--- src/rtl/alu_arbiter_if.sv ---
// Signal bundle between alu_arbiter, its two requesters, the response consumer and the shared ALU.
// The slave modport is the arbiter's view; master is the environment's view.
interface alu_arbiter_if #(
    parameter int WIDTH = 32,
    parameter int CTL_W = 4
) ();
    logic             req0_valid;
    logic             req0_ready;
    logic [WIDTH-1:0] req0_a;
    logic [WIDTH-1:0] req0_b;
    logic [CTL_W-1:0] req0_ctl;

    logic             req1_valid;
    logic             req1_ready;
    logic [WIDTH-1:0] req1_a;
    logic [WIDTH-1:0] req1_b;
    logic [CTL_W-1:0] req1_ctl;

    logic             rsp_valid;
    logic             rsp_ready;
    logic             rsp_id;
    logic [WIDTH-1:0] rsp_result;
    logic             rsp_zero;

    logic [WIDTH-1:0] alu_a;
    logic [WIDTH-1:0] alu_b;
    logic [CTL_W-1:0] alu_ctl;
    logic [WIDTH-1:0] alu_result;
    logic             alu_zero;

    logic             busy;

    modport slave (
        input  req0_valid, req0_a, req0_b, req0_ctl,
        input  req1_valid, req1_a, req1_b, req1_ctl,
        input  rsp_ready, alu_result, alu_zero,
        output req0_ready, req1_ready,
        output rsp_valid, rsp_id, rsp_result, rsp_zero,
        output alu_a, alu_b, alu_ctl, busy
    );

    modport master (
        output req0_valid, req0_a, req0_b, req0_ctl,
        output req1_valid, req1_a, req1_b, req1_ctl,
        output rsp_ready, alu_result, alu_zero,
        input  req0_ready, req1_ready,
        input  rsp_valid, rsp_id, rsp_result, rsp_zero,
        input  alu_a, alu_b, alu_ctl, busy
    );
endinterface

--- src/rtl/alu_arbiter.sv ---
// Two-port round-robin arbiter that sequences one operation at a time through a shared
// external ALU: accept (IDLE) -> drive ALU (EXEC) -> hold response (RESP).
module alu_arbiter #(
    parameter int WIDTH = 32,
    parameter int CTL_W = 4
) (
    input  logic          clk,
    input  logic          reset,
    alu_arbiter_if.slave  bus
);

    typedef enum logic [1:0] {
        ST_IDLE = 2'd0,
        ST_EXEC = 2'd1,
        ST_RESP = 2'd2
    } state_t;

    state_t           state_r;
    state_t           state_nxt_s;

    logic             last_grant_r;
    logic             grant_vld_s;
    logic             grant_id_s;
    logic             accept_s;

    logic [WIDTH-1:0] op_a_s;
    logic [WIDTH-1:0] op_b_s;
    logic [CTL_W-1:0] op_ctl_s;

    logic [WIDTH-1:0] alu_a_r;
    logic [WIDTH-1:0] alu_b_r;
    logic [CTL_W-1:0] alu_ctl_r;

    logic             rsp_id_r;
    logic [WIDTH-1:0] rsp_result_r;
    logic             rsp_zero_r;
    logic             rsp_valid_r;
    logic             busy_r;

    // Round-robin pick: a lone request wins; on a tie the port not served last wins
    always_comb begin
        grant_vld_s = 1'b0;
        grant_id_s  = 1'b0;
        case ({bus.req1_valid, bus.req0_valid})
            2'b01: begin
                grant_vld_s = 1'b1;
                grant_id_s  = 1'b0;
            end
            2'b10: begin
                grant_vld_s = 1'b1;
                grant_id_s  = 1'b1;
            end
            2'b11: begin
                grant_vld_s = 1'b1;
                grant_id_s  = ~last_grant_r;
            end
            default: begin
                grant_vld_s = 1'b0;
                grant_id_s  = 1'b0;
            end
        endcase
    end

    // Accept only in IDLE; the reset cycle never accepts so no requester sees a phantom handshake
    always_comb begin
        accept_s = 1'b0;
        if ((state_r == ST_IDLE) && !reset) begin
            accept_s = grant_vld_s;
        end else begin
            accept_s = 1'b0;
        end
    end

    // Operand steering from the granted port
    always_comb begin
        op_a_s   = bus.req0_a;
        op_b_s   = bus.req0_b;
        op_ctl_s = bus.req0_ctl;
        if (grant_id_s) begin
            op_a_s   = bus.req1_a;
            op_b_s   = bus.req1_b;
            op_ctl_s = bus.req1_ctl;
        end else begin
            op_a_s   = bus.req0_a;
            op_b_s   = bus.req0_b;
            op_ctl_s = bus.req0_ctl;
        end
    end

    // Sequencer next-state: EXEC lasts exactly one cycle, RESP waits for the consumer
    always_comb begin
        state_nxt_s = state_r;
        case (state_r)
            ST_IDLE: begin
                if (accept_s) begin
                    state_nxt_s = ST_EXEC;
                end else begin
                    state_nxt_s = ST_IDLE;
                end
            end
            ST_EXEC: begin
                state_nxt_s = ST_RESP;
            end
            ST_RESP: begin
                if (bus.rsp_ready) begin
                    state_nxt_s = ST_IDLE;
                end else begin
                    state_nxt_s = ST_RESP;
                end
            end
            default: begin
                state_nxt_s = ST_IDLE;
            end
        endcase
    end

    // Sequencer state register
    always_ff @(posedge clk) begin
        if (reset) begin
            state_r <= ST_IDLE;
        end else begin
            state_r <= state_nxt_s;
        end
    end

    // Request capture: ALU operand registers, owner tag and round-robin history
    always_ff @(posedge clk) begin
        if (reset) begin
            alu_a_r      <= {WIDTH{1'b0}};
            alu_b_r      <= {WIDTH{1'b0}};
            alu_ctl_r    <= {CTL_W{1'b0}};
            rsp_id_r     <= 1'b0;
            last_grant_r <= 1'b1;
        end else if (accept_s) begin
            alu_a_r      <= op_a_s;
            alu_b_r      <= op_b_s;
            alu_ctl_r    <= op_ctl_s;
            rsp_id_r     <= grant_id_s;
            last_grant_r <= grant_id_s;
        end
    end

    // Result capture at the end of EXEC; held untouched through RESP
    always_ff @(posedge clk) begin
        if (reset) begin
            rsp_result_r <= {WIDTH{1'b0}};
            rsp_zero_r   <= 1'b0;
        end else if (state_r == ST_EXEC) begin
            rsp_result_r <= bus.alu_result;
            rsp_zero_r   <= bus.alu_zero;
        end
    end

    // Status flags registered from the next state so they line up with the state register
    always_ff @(posedge clk) begin
        if (reset) begin
            rsp_valid_r <= 1'b0;
            busy_r      <= 1'b0;
        end else begin
            rsp_valid_r <= (state_nxt_s == ST_RESP);
            busy_r      <= (state_nxt_s != ST_IDLE);
        end
    end

    assign bus.req0_ready = accept_s & ~grant_id_s;
    assign bus.req1_ready = accept_s &  grant_id_s;

    assign bus.alu_a      = alu_a_r;
    assign bus.alu_b      = alu_b_r;
    assign bus.alu_ctl    = alu_ctl_r;

    assign bus.rsp_valid  = rsp_valid_r;
    assign bus.rsp_id     = rsp_id_r;
    assign bus.rsp_result = rsp_result_r;
    assign bus.rsp_zero   = rsp_zero_r;
    assign bus.busy       = busy_r;

endmodule

--- src/flat_wrapper.sv ---
// flat-port wrapper written by rule: the top's interface ports become plain ports
module alu_arbiter_flat 
#(
    parameter int WIDTH = 32,
    parameter int CTL_W = 4
)
  (clk, reset, bus_req0_valid, bus_req0_a, bus_req0_b, bus_req0_ctl, bus_req1_valid, bus_req1_a, bus_req1_b, bus_req1_ctl, bus_rsp_ready, bus_alu_result, bus_alu_zero, bus_req0_ready, bus_req1_ready, bus_rsp_valid, bus_rsp_id, bus_rsp_result, bus_rsp_zero, bus_alu_a, bus_alu_b, bus_alu_ctl, bus_busy);
  alu_arbiter_if #(.WIDTH(WIDTH), .CTL_W(CTL_W)) bus_i ();
  input  logic clk;
  input  logic reset;
  input wire logic [$bits(bus_i.req0_valid)-1:0] bus_req0_valid;
  input wire logic [$bits(bus_i.req0_a)-1:0] bus_req0_a;
  input wire logic [$bits(bus_i.req0_b)-1:0] bus_req0_b;
  input wire logic [$bits(bus_i.req0_ctl)-1:0] bus_req0_ctl;
  input wire logic [$bits(bus_i.req1_valid)-1:0] bus_req1_valid;
  input wire logic [$bits(bus_i.req1_a)-1:0] bus_req1_a;
  input wire logic [$bits(bus_i.req1_b)-1:0] bus_req1_b;
  input wire logic [$bits(bus_i.req1_ctl)-1:0] bus_req1_ctl;
  input wire logic [$bits(bus_i.rsp_ready)-1:0] bus_rsp_ready;
  input wire logic [$bits(bus_i.alu_result)-1:0] bus_alu_result;
  input wire logic [$bits(bus_i.alu_zero)-1:0] bus_alu_zero;
  output wire logic [$bits(bus_i.req0_ready)-1:0] bus_req0_ready;
  output wire logic [$bits(bus_i.req1_ready)-1:0] bus_req1_ready;
  output wire logic [$bits(bus_i.rsp_valid)-1:0] bus_rsp_valid;
  output wire logic [$bits(bus_i.rsp_id)-1:0] bus_rsp_id;
  output wire logic [$bits(bus_i.rsp_result)-1:0] bus_rsp_result;
  output wire logic [$bits(bus_i.rsp_zero)-1:0] bus_rsp_zero;
  output wire logic [$bits(bus_i.alu_a)-1:0] bus_alu_a;
  output wire logic [$bits(bus_i.alu_b)-1:0] bus_alu_b;
  output wire logic [$bits(bus_i.alu_ctl)-1:0] bus_alu_ctl;
  output wire logic [$bits(bus_i.busy)-1:0] bus_busy;
  assign bus_i.req0_valid = bus_req0_valid;
  assign bus_i.req0_a = bus_req0_a;
  assign bus_i.req0_b = bus_req0_b;
  assign bus_i.req0_ctl = bus_req0_ctl;
  assign bus_i.req1_valid = bus_req1_valid;
  assign bus_i.req1_a = bus_req1_a;
  assign bus_i.req1_b = bus_req1_b;
  assign bus_i.req1_ctl = bus_req1_ctl;
  assign bus_i.rsp_ready = bus_rsp_ready;
  assign bus_i.alu_result = bus_alu_result;
  assign bus_i.alu_zero = bus_alu_zero;
  assign bus_req0_ready = bus_i.req0_ready;
  assign bus_req1_ready = bus_i.req1_ready;
  assign bus_rsp_valid = bus_i.rsp_valid;
  assign bus_rsp_id = bus_i.rsp_id;
  assign bus_rsp_result = bus_i.rsp_result;
  assign bus_rsp_zero = bus_i.rsp_zero;
  assign bus_alu_a = bus_i.alu_a;
  assign bus_alu_b = bus_i.alu_b;
  assign bus_alu_ctl = bus_i.alu_ctl;
  assign bus_busy = bus_i.busy;
  alu_arbiter #(.WIDTH(WIDTH), .CTL_W(CTL_W)) u_core (.clk(clk), .reset(reset), .bus(bus_i));
endmodule
--- config.mk ---
export PLATFORM = sky130hd
export DESIGN_NAME = alu_arbiter_flat
export DESIGN_NICKNAME = d
export VERILOG_FILES = /design/src/rtl/alu_arbiter_if.sv /design/src/rtl/alu_arbiter.sv /design/src/flat_wrapper.sv
export SDC_FILE = /design/constraint.sdc
export NUM_CORES = 1
export LEC_CHECK = 0
export CAP_MARGIN = 5
export CORE_AREA = 2 2 110 112
export DETAILED_ROUTE_END_ITERATION = 10
export DIE_AREA = 0 0 112 114
export PLACE_DENSITY = 0.83
export SYNTH_ARGS = -nofsm -noshare
export SYNTH_HDL_FRONTEND = slang
export SYNTH_SLANG_ARGS = --single-unit
--- constraint.sdc ---
create_clock -name clk -period 2.2 [get_ports clk]
set_input_delay 0.44 -clock clk [delete_from_list [all_inputs] [get_ports clk]]
set_output_delay 0.44 -clock clk [all_outputs]
set_load 0.02 [all_outputs]
==> flow_metrics.env, run 1 <==
export IMPL_skew_ps=11.2
export IMPL_yosysSeqAreaShare_pct=48.8
export IMPL_critPathRequiredTime_ps=1760
export IMPL_grt_overflow_total=0
export IMPL_syn_area_sq_um=4390
export IMPL_r2r_start="u_core.state_r[0]"
export IMPL_synth_top_cell_by_area="dfxtp_1"
export IMPL_critPathLaunchType="input pin"
export IMPL_h_tree_depth=3
export IMPL_pin_count=280
export IMPL_dieArea_sq_um=12800
export IMPL_ant_nets=0
export IMPL_status="complete, no violations"
export IMPL_pre_cts_slack_ps=-236
export IMPL_syn_inst=556
export IMPL_fin_area_sq_um=7630
export IMPL_cts_root_buf="clkbuf_16"
export IMPL_synth_top_family_by_area="compound AO/OA/AOI/OAI gates"
export IMPL_timing_worst_setup_path_type="in2out"
export IMPL_io_buffers=279
export IMPL_rows=40
export IMPL_vias_per_cell=5.42
export IMPL_synth_fa_ha_area_share_pct=0
export IMPL_clock_path_buffers=2
export IMPL_power_density_nw_per_um2=712
export IMPL_dr_pass1_iters=5
export IMPL_cts_setup_buffers=0
export IMPL_critPathCaptureType="output pin"
export IMPL_synth_top_cell_area_share_pct=48.8
export IMPL_wire_per_inst_microns=16.8
export IMPL_cap_viol_max_count=0
export IMPL_cts_buffers=9
export IMPL_ys_seq_elements=107
export IMPL_via_count=5213
export IMPL_grt_start_max_net_pins=66
export IMPL_synth_nets=730
export IMPL_synth_simple_area_share_pct=18.9
export IMPL_tns_ps=0
export IMPL_cts_sinks=107
export IMPL_synth_xor_area_share_pct=0
export IMPL_slew_viol_final=0
export IMPL_drive_gt1_share_pct=5.64
export IMPL_die_width_microns=112
export IMPL_total_leakage_power_nw=2.81
export IMPL_rsz0062_at_grt="no"
export IMPL_nets=984
export IMPL_synth_avg_cell_area_sq_um=7.89
export IMPL_synth_area_leaders="dfxtp_1 49%, nand2_1 17%, a311oi_1 14%, a21oi_1 12%, clkbuf_1 2.7%"
export IMPL_antenna_cells=0
export IMPL_hp_class="reg2reg"
export IMPL_grt_pass1_vias=5072
export IMPL_hold_viol_final=0
export IMPL_grt_usage_pct=24.0
export IMPL_drcViolationCount=0
export IMPL_min_period_over_period_pct=97.0
export IMPL_gp_congestion=0.951
export IMPL_synth_compound_area_share_pct=26.2
export IMPL_die_h_microns=114
export IMPL_crit_start="bus_req0_valid"
export IMPL_vdd_drop_max_v=0.000376
export IMPL_dpl_hpwl_mm=11.8
export IMPL_path_max_fanout=4
export IMPL_antenna_found_initial=0
export IMPL_hold_buffers=0
export IMPL_routed_wl_mm=16.2
export IMPL_tightest_slew_ps=688
export IMPL_finalSetupViolations=0
export IMPL_grt_pass1_wl_mm=25.0
export IMPL_path_clk_slew_ps=60
export IMPL_cts_tree="done"
export IMPL_core_sq_um=11700
export IMPL_holdWs_ps=455
export IMPL_period_needed_ps=2130
export IMPL_slew_headroom_pct=54.1
export IMPL_drt_iter0_drc=452
export IMPL_p_total_w=0.00543
export IMPL_fin_ws_ps=65.5
export IMPL_synth_mux_area_share_pct=0
export IMPL_clk_latency_ps=340
export IMPL_max_freq_ghz=0.469
export IMPL_start_util_pct=37.5
export IMPL_hold_start="u_core.bus.rsp_result[13]"
export IMPL_nFillCells=1002
export IMPL_syn2layout_area_growth_pct=73.9
export IMPL_placed_area_sq_um=7310
export IMPL_synth_cell_type_count=23
export IMPL_synth_warning_count=0
export IMPL_worstPathArrival_ps=1690
-- sequential cells by signal, indices dropped and copies added, names as in the netlist --
| name | flops |
|---|---|
| u_core.bus.alu_ctl | 4 |
| u_core.bus.alu_a | 32 |
| u_core.state_r | 2 |
| u_core.bus.busy | 1 |
| u_core.bus.rsp_zero | 1 |
| u_core.last_grant_r | 1 |
| u_core.bus.alu_b | 32 |
| u_core.bus.rsp_result | 32 |
| u_core.bus.rsp_id | 1 |
| u_core.bus.rsp_valid | 1 |
-- placed cells by master (no fill, tap or decap), types with 2 or more instances in the layout --
cell type,n
a21oi_1,103
a311oi_1,68
buf_12,3
buf_4,19
bufinv_16,2
clkbuf_16,9
clkdlybuf4s50_1,276
dfxtp_1,107
inv_6,2
nand2_1,202
nor2_1,5
o21ai_0,2
-- cell usage after synthesis, drive strengths merged --
| library cell | number |
|---|---|
| a211o | 1 |
| a21bo | 1 |
| a21boi | 1 |
| a21oi | 103 |
| a311oi | 68 |
| buf | 26 |
| clkbuf | 31 |
| dfxtp | 107 |
| inv | 2 |
| nand2 | 203 |
| nand2b | 1 |
| nand3 | 1 |
| nor2 | 5 |
| nor2b | 1 |
| nor3 | 1 |
| o21ai | 2 |
| or2 | 1 |
| or3 | 1 |
-- kinds of logic (layout without fill, tap and decap cells) --
logic type / Yosys count / after routing
compound gates: 176 / 176
buf+inv: 59 / 318
simple gates: 214 / 214
flops: 107 / 107
-- metal layers --
layer / vias up / part of all wire (%) / global-route usage [%]
met5: - / 0 / 0
li1: 2446 / - / -
met1: 2427 / 37 / 27.3
met2: 285 / 51 / 42.4
met4: 0 / 3.8 / 11.1
met3: 55 / 8.4 / 6.32
-- path summary, 6_finish.rpt --
kind / to / slack (ps) / cells after the start
worst max register to register: u_core.bus.alu_b[25] / 580 / 4
worst min register to register: u_core.bus.rsp_result[13] / 450 / 2
worst max-delay path: bus_req0_ready / 70 / 5
worst min-delay path: u_core.bus.rsp_result[13] / 450 / 2
-- per-stage QoR --
stage | utilization, % | instances
floorplan | - | 556
global placement | 62.4 | 946
detailed placement | 62.4 | 946
CTS | 65.2 | 962
global route | 65.1 | 962
finish | 65.1 | 962
-- area by class of cell --
type	count	area [sq um]	share of cell area (%)
Timing Repair Buffer	300	2980	39.1
Sequential cell	107	2140	28.1
Multi-Input combinational cell	390	1990	26.1
Clock buffer	9	225	2.95
Tap cell	147	184	2.41
Clock inverter	7	98.8	1.30
Inverter	2	7.51	0.0984
-- critical path, stage by stage --
cell,delay [ps]
clkdlybuf4s50_1,480
or2_2,350
nand2_2,80
nor2_1,40
clkdlybuf4s15_1,300
-- report_power, final --
group	switching, W	internal [W]	total, W	leakage [nW]
clock network	0.000731	0.00101	0.00174	0.156
logic	0.000734	0.000759	0.00149	1.77
registers	0.0000942	0.00211	0.00220	0.880
total	0.00156	0.00387	0.00543	2.81
-- timing repair --
item	in CTS	in global routing
pin swaps	0	0
resized for setup	3	2
endpoints found under the setup margin	2	2
cloned	0	0
Power figures use the tool's default switching activity.
==> inputs of run 2 (changes only) <==
--- a/config.mk
+++ b/config.mk
@@ -9,6 +9,7 @@
 export CORE_AREA = 2 2 110 112
 export DETAILED_ROUTE_END_ITERATION = 10
 export DIE_AREA = 0 0 112 114
+export HOLD_SLACK_MARGIN = 0.06
 export PLACE_DENSITY = 0.83
 export SYNTH_ARGS = -nofsm -noshare
 export SYNTH_HDL_FRONTEND = slang
==> results of run 2 <==
No change in the layout: final DEF, timing and power equal those of run 1.
==> inputs of run 3 (changes only) <==
--- a/config.mk
+++ b/config.mk
@@ -7,6 +7,7 @@
 export LEC_CHECK = 0
 export CAP_MARGIN = 5
 export CORE_AREA = 2 2 110 112
+export CTS_CLUSTER_SIZE = 10
 export DETAILED_ROUTE_END_ITERATION = 10
 export DIE_AREA = 0 0 112 114
 export HOLD_SLACK_MARGIN = 0.06
==> results of run 3 <==
No change in the layout: final DEF, timing and power equal those of run 1.
